[src/rtl/flag_register_bank.sv]
// flag_register_bank: CHANNELS signed WIDTH-bit registers with load/inc/dec/add,
// optional saturation, sticky per-channel overflow flags and a registered read port.
//
// Ports:
//   clk, reset_n           clock, synchronous active-low reset
//   op_valid, op, ch_sel   write strobe, opcode (load/inc/dec/add), target channel
//   data                   load value or signed add step
//   rd_sel                 read channel; rd_data + negative/positive/zero one cycle later
//   ovf_flags, ovf_clr     sticky overflow flags and their per-bit clear mask
//   op_err                 one-cycle pulse after a write to a nonexistent channel
module flag_register_bank #(
    parameter int WIDTH    = 8,
    parameter int CHANNELS = 4,
    parameter int SEL_W    = 2,
    parameter bit SATURATE = 1'b1
) (
    input  logic                clk,
    input  logic                reset_n,
    input  logic                op_valid,
    input  logic [1:0]          op,
    input  logic [SEL_W-1:0]    ch_sel,
    input  logic [WIDTH-1:0]    data,
    input  logic [SEL_W-1:0]    rd_sel,
    output logic [WIDTH-1:0]    rd_data,
    output logic                negative,
    output logic                positive,
    output logic                zero,
    output logic [CHANNELS-1:0] ovf_flags,
    input  logic [CHANNELS-1:0] ovf_clr,
    output logic                op_err
);

    localparam logic [1:0] OP_LOAD = 2'b00;
    localparam logic [1:0] OP_INC  = 2'b01;
    localparam logic [1:0] OP_DEC  = 2'b10;
    localparam logic [1:0] OP_ADD  = 2'b11;

    localparam logic [SEL_W:0]   CH_LIM = (SEL_W+1)'(CHANNELS);
    localparam logic [WIDTH-1:0] MAX_V  = {1'b0, {(WIDTH-1){1'b1}}};
    localparam logic [WIDTH-1:0] MIN_V  = {1'b1, {(WIDTH-1){1'b0}}};

    logic [WIDTH-1:0]    regs_q [CHANNELS];
    logic [WIDTH-1:0]    regs_d [CHANNELS];
    logic [CHANNELS-1:0] ovf_q, ovf_d;
    logic [WIDTH-1:0]    rd_q;
    logic                neg_q, pos_q, zero_q, err_q;

    logic             sel_ok, wr_en, ovf;
    logic [WIDTH-1:0] cur, rd_val, res;
    logic [WIDTH:0]   step, sum;

    assign sel_ok = {1'b0, ch_sel} < CH_LIM;
    assign wr_en  = op_valid && sel_ok;

    // Explicit muxes keep out-of-range selects reading as zero.
    always_comb begin
        cur    = '0;
        rd_val = '0;
        for (int i = 0; i < CHANNELS; i++) begin
            if (ch_sel == SEL_W'(i)) cur    = regs_q[i];
            if (rd_sel == SEL_W'(i)) rd_val = regs_q[i];
        end
    end

    // Sign-extended sum; overflow when the two top bits disagree.
    always_comb begin
        step = '0;
        case (op)
            OP_INC:  step = (WIDTH+1)'(1);
            OP_DEC:  step = '1;
            OP_ADD:  step = {data[WIDTH-1], data};
            default: step = '0;
        endcase
        sum = {cur[WIDTH-1], cur} + step;
        ovf = (op != OP_LOAD) && (sum[WIDTH] != sum[WIDTH-1]);
        if (op == OP_LOAD)
            res = data;
        else if (ovf && SATURATE)
            res = sum[WIDTH] ? MIN_V : MAX_V;
        else
            res = sum[WIDTH-1:0];
    end

    // Set is applied after clear so a same-cycle set wins.
    always_comb begin
        regs_d = regs_q;
        ovf_d  = ovf_q & ~ovf_clr;
        for (int i = 0; i < CHANNELS; i++) begin
            if (wr_en && ch_sel == SEL_W'(i)) begin
                regs_d[i] = res;
                if (ovf) ovf_d[i] = 1'b1;
            end
        end
    end

    always_ff @(posedge clk) begin
        if (!reset_n) begin
            regs_q <= '{default: '0};
            ovf_q  <= '0;
            rd_q   <= '0;
            neg_q  <= 1'b0;
            pos_q  <= 1'b0;
            zero_q <= 1'b1;
            err_q  <= 1'b0;
        end else begin
            regs_q <= regs_d;
            ovf_q  <= ovf_d;
            rd_q   <= rd_val;
            neg_q  <= rd_val[WIDTH-1];
            pos_q  <= !rd_val[WIDTH-1] && (|rd_val);
            zero_q <= ~|rd_val;
            err_q  <= op_valid && !sel_ok;
        end
    end

    assign rd_data   = rd_q;
    assign negative  = neg_q;
    assign positive  = pos_q;
    assign zero      = zero_q;
    assign ovf_flags = ovf_q;
    assign op_err    = err_q;

endmodule

[config.mk]
export PLATFORM = sky130hd
export DESIGN_NAME = flag_register_bank
export DESIGN_NICKNAME = d
export VERILOG_FILES = /design/src/rtl/flag_register_bank.sv
export SDC_FILE = /design/constraint.sdc
export NUM_CORES = 1
export LEC_CHECK = 0
export CAP_MARGIN = 5
export CORE_MARGIN = 2
export CORE_UTILIZATION = 45
export CTS_BUF_LIST = sky130_fd_sc_hd__clkbuf_8
export CTS_CLUSTER_SIZE = 25
export DETAILED_ROUTE_END_ITERATION = 10
export PLACE_DENSITY_LB_ADDON = 0.15
export SLEW_MARGIN = 20
export SYNTH_ARGS = -nofsm -noshare
export SYNTH_HDL_FRONTEND = slang
export SYNTH_SLANG_ARGS = --single-unit
export TNS_END_PERCENT = 5
[constraint.sdc]
create_clock -name clk -period 6.9 [get_ports clk]
set_input_delay 1.725 -clock clk [delete_from_list [all_inputs] [get_ports clk]]
set_output_delay 1.725 -clock clk [all_outputs]
set_load 0.01 [all_outputs]
==> metrics.txt <==
status=finished, final reports clean; CTS Hold Buffers Added=0; IO Count=37; post-CTS setup buffer count=0; share of layout cells above drive strength 1=0.114; FF-to-FF setup slack=3.81 ns; Antenna diodes=0; R2R Path Start=regs_q[7]$_SDFFE_PN0P_; deepest clock path buffer count=2; Inserted Clock Buffers=5; crit path kind=in2reg; DR vias=2434; Post-synth EDFFs=0; Layout Cells excl Fill=399; top_reg_cell synth=dfxtp_1; row cnt=28; cell-internal power=0.450 mW; die area=6800 um^2; Worst Hold Class=reg2reg; PortBufs=35; antenna viol nets, final=0; LEAKAGE=1.20 nW; Routed WL=6.98 mm; clk_lat worst skew=0.30 ns; Die Span Y=82.5 um; crit-path max FO=16; TNS Setup=0 ns; Yosys cell types=56; sequential fraction of the synthesis area=0.332; placed insts=391; #FFs+latches synth=46; routed length per instance=17.5 um; clk slew on worst S/H paths=0.08 ns; H-tree levels=2; Post-Syn Area=2770 um^2; Async SR Flop Fraction=0; most frequent cells in the layout=dfxtp_1 (46), clkdlybuf4s50_1 (35), o21ai_0 (31); syn avg cell area=9.18 um^2; P per Cell Area=195 nW/um^2; GP Congestion=0.850; MaxCap Viol Count=0; Yosys warnings=0; startpoint types=primary input; worst path required time=7.08 ns; Slew @ Worst Pin=0.788 ns; CTS tree=built; slew margin rel.=0.473; core area=5920 um^2; most common cell after layout, fill and taps aside=dfxtp_1; worst r2r dst=regs_q[25]$_SDFFE_PN0P_; vias in the first global route=2252; DRT Pass-1 Iters=5; Initial Utilization=0.468; clock skew=0.00922 ns; Max Clock Freq=0.189 GHz; largest vdd supply drop=0.000138 V; Setup crit start=ch_sel[0]; synth-to-layout area growth=16.5%; Detailed Place HPWL=5.06 mm; Sink Count=46; initial antenna violation count=0; Overflow after GRT=0; Reg power frac=0.454; sw frac=0.285; post-synthesis cell count=302; Post-CTS Resized=0; die width=82.5 um; Setup crit end=regs_q[25]$_SDFFE_PN0P_; Clk pwr share=0.317; Root Driver=clkbuf_8; Final period util=0.768; NumNets Final=354; initial DRC count=174; Period minus WS final=5.30 ns; Synthesized Nets=333; Reg2Reg Depth=7; Tot GR Track Use=0.224; layout filler cell count=545; first-pass GRT wire length=11.3 mm; sw power=0.180 mW; Gate power share=0.229; Final setup violation count=0; crit path capture type=register; post-DR vias/cell=6.10; final hold violations=0; Final Max Tran Viols=0; DRC Markers=0; RSZ-0062 raised after global routing=false; WP data arrival=5.48 ns; largest net degree at the start of global routing=57
[power groups by stage]
stage / sequential, mW / clock, mW / combinational [mW]
6_report: 0.286 / 0.200 / 0.144
5_1_grt: 0.288 / 0.212 / 0.160
4_1_cts: 0.286 / 0.203 / 0.143
3_5_place_dp: 0.292 / 0 / 0.142
3_3_place_gp: 0.292 / 0 / 0.142
2_1_floorplan: 0.292 / 0 / 0.0972
[metal layers]
| metal | track usage | vias to the layer above | wire [um] |
|---|---|---|---|
| li1 | - | 1185 | - |
| met1 | 0.319 | 1150 | 3220 |
| met2 | 0.348 | 91 | 3190 |
| met3 | 0.0380 | 8 | 479 |
| met4 | 0.0650 | 0 | 97 |
| met5 | 0 | - | 0 |
[cell families after synthesis]
| family | after synthesis | share of synthesized area |
|---|---|---|
| buf+inv | 38 | 0.0614 |
| simple gates | 72 | 0.137 |
| flops | 46 | 0.332 |
| mux | 17 | 0.134 |
| compound gates | 114 | 0.273 |
| other cells | 1 | 0.00135 |
| xor+xnor | 3 | 0.00948 |
| fa+ha+maj | 11 | 0.0519 |
[synth_stat cells, types with 2 or more instances]
library cell   n  area (um^2)
nand2_1        6         22.5
nor3_1         3         15.0
o21ai_0       31          155
a211o_1        2         17.5
a31oi_1       13         81.3
buf_1          6         22.5
and2_1        13         81.3
buf_4          2         15.0
nor2_1        17         63.8
o221ai_1       4         35.0
buf_2          2         10.0
o32ai_1        4         35.0
a2111oi_0      2         17.5
mux4_2        16          360
o21ai_1        7         35.0
inv_1         14         52.6
ha_1           9          113
or4_1          2         15.0
clkbuf_1      10         37.5
a21oi_1       15         75.1
or2_2          2         12.5
nand3_1       20          100
a22oi_1        2         15.0
dfxtp_1       46          921
clkbuf_2       2         10.0
o2111ai_1      2         17.5
a21boi_0       2         15.0
o31ai_1        2         15.0
xor2_1         2         17.5
o211ai_1       4         30.0
a21o_1         3         22.5
buf_6          2         22.5
nand3b_1       2         15.0
o21a_1        11         82.6
[layout make-up]
class,instances,area [um^2],share of cell area
Sequential cell,46,921,0.285
Inverter,14,52.6,0.0163
Tap cell,75,93.8,0.0291
Clock inverter,3,40.0,0.0124
Timing Repair Buffer,38,373,0.115
Multi-Input combinational cell,218,1680,0.520
Clock buffer,5,68.8,0.0213
[through the flow]
| step | hold WS (ns) | instance area (um^2) | power (mW) | utilization | setup WS (ns) |
|---|---|---|---|---|---|
| floorplan | 0.444 | 2770 | 0.390 | - | 2.25 |
| global placement | 0.469 | 3120 | 0.434 | 0.527 | 1.32 |
| detailed placement | 0.472 | 3120 | 0.434 | 0.527 | 1.30 |
| CTS | 0.485 | 3230 | 0.632 | 0.545 | 1.60 |
| global route | 0.510 | 3230 | 0.660 | 0.545 | 1.26 |
| finish | 0.482 | 3230 | 0.630 | 0.545 | 1.60 |
[state kept, by name (all words and copies together) (netlist names)]
name / cells
zero: 1
rd_data: 8
regs_q: 32
ovf_flags: 4
positive: 1
[critical path: stages]
cell             delay (ns)
clkdlybuf4s50_1        0.98
mux4_2                 0.64
ha_1                   0.46
a221oi_1               0.45
o21ba_1                0.35
maj3_2                 0.37
a221oi_2               0.39
o21ai_1                0.12
[worst min-delay path by stage]
stage               cells past startpoint                      end                     from
finish                                  2  regs_q[25]$_SDFFE_PN0P_  regs_q[25]$_SDFFE_PN0P_
detailed placement                      2   regs_q[9]$_SDFFE_PN0P_   regs_q[9]$_SDFFE_PN0P_
global route                            2   regs_q[1]$_SDFFE_PN0P_   regs_q[1]$_SDFFE_PN0P_
CTS                                     2   regs_q[9]$_SDFFE_PN0P_   regs_q[9]$_SDFFE_PN0P_
floorplan                               2   regs_q[9]$_SDFFE_PN0P_   regs_q[9]$_SDFFE_PN0P_
global placement                        2  regs_q[25]$_SDFFE_PN0P_  regs_q[25]$_SDFFE_PN0P_
Note: power is estimated with default switching activity, not from simulation.
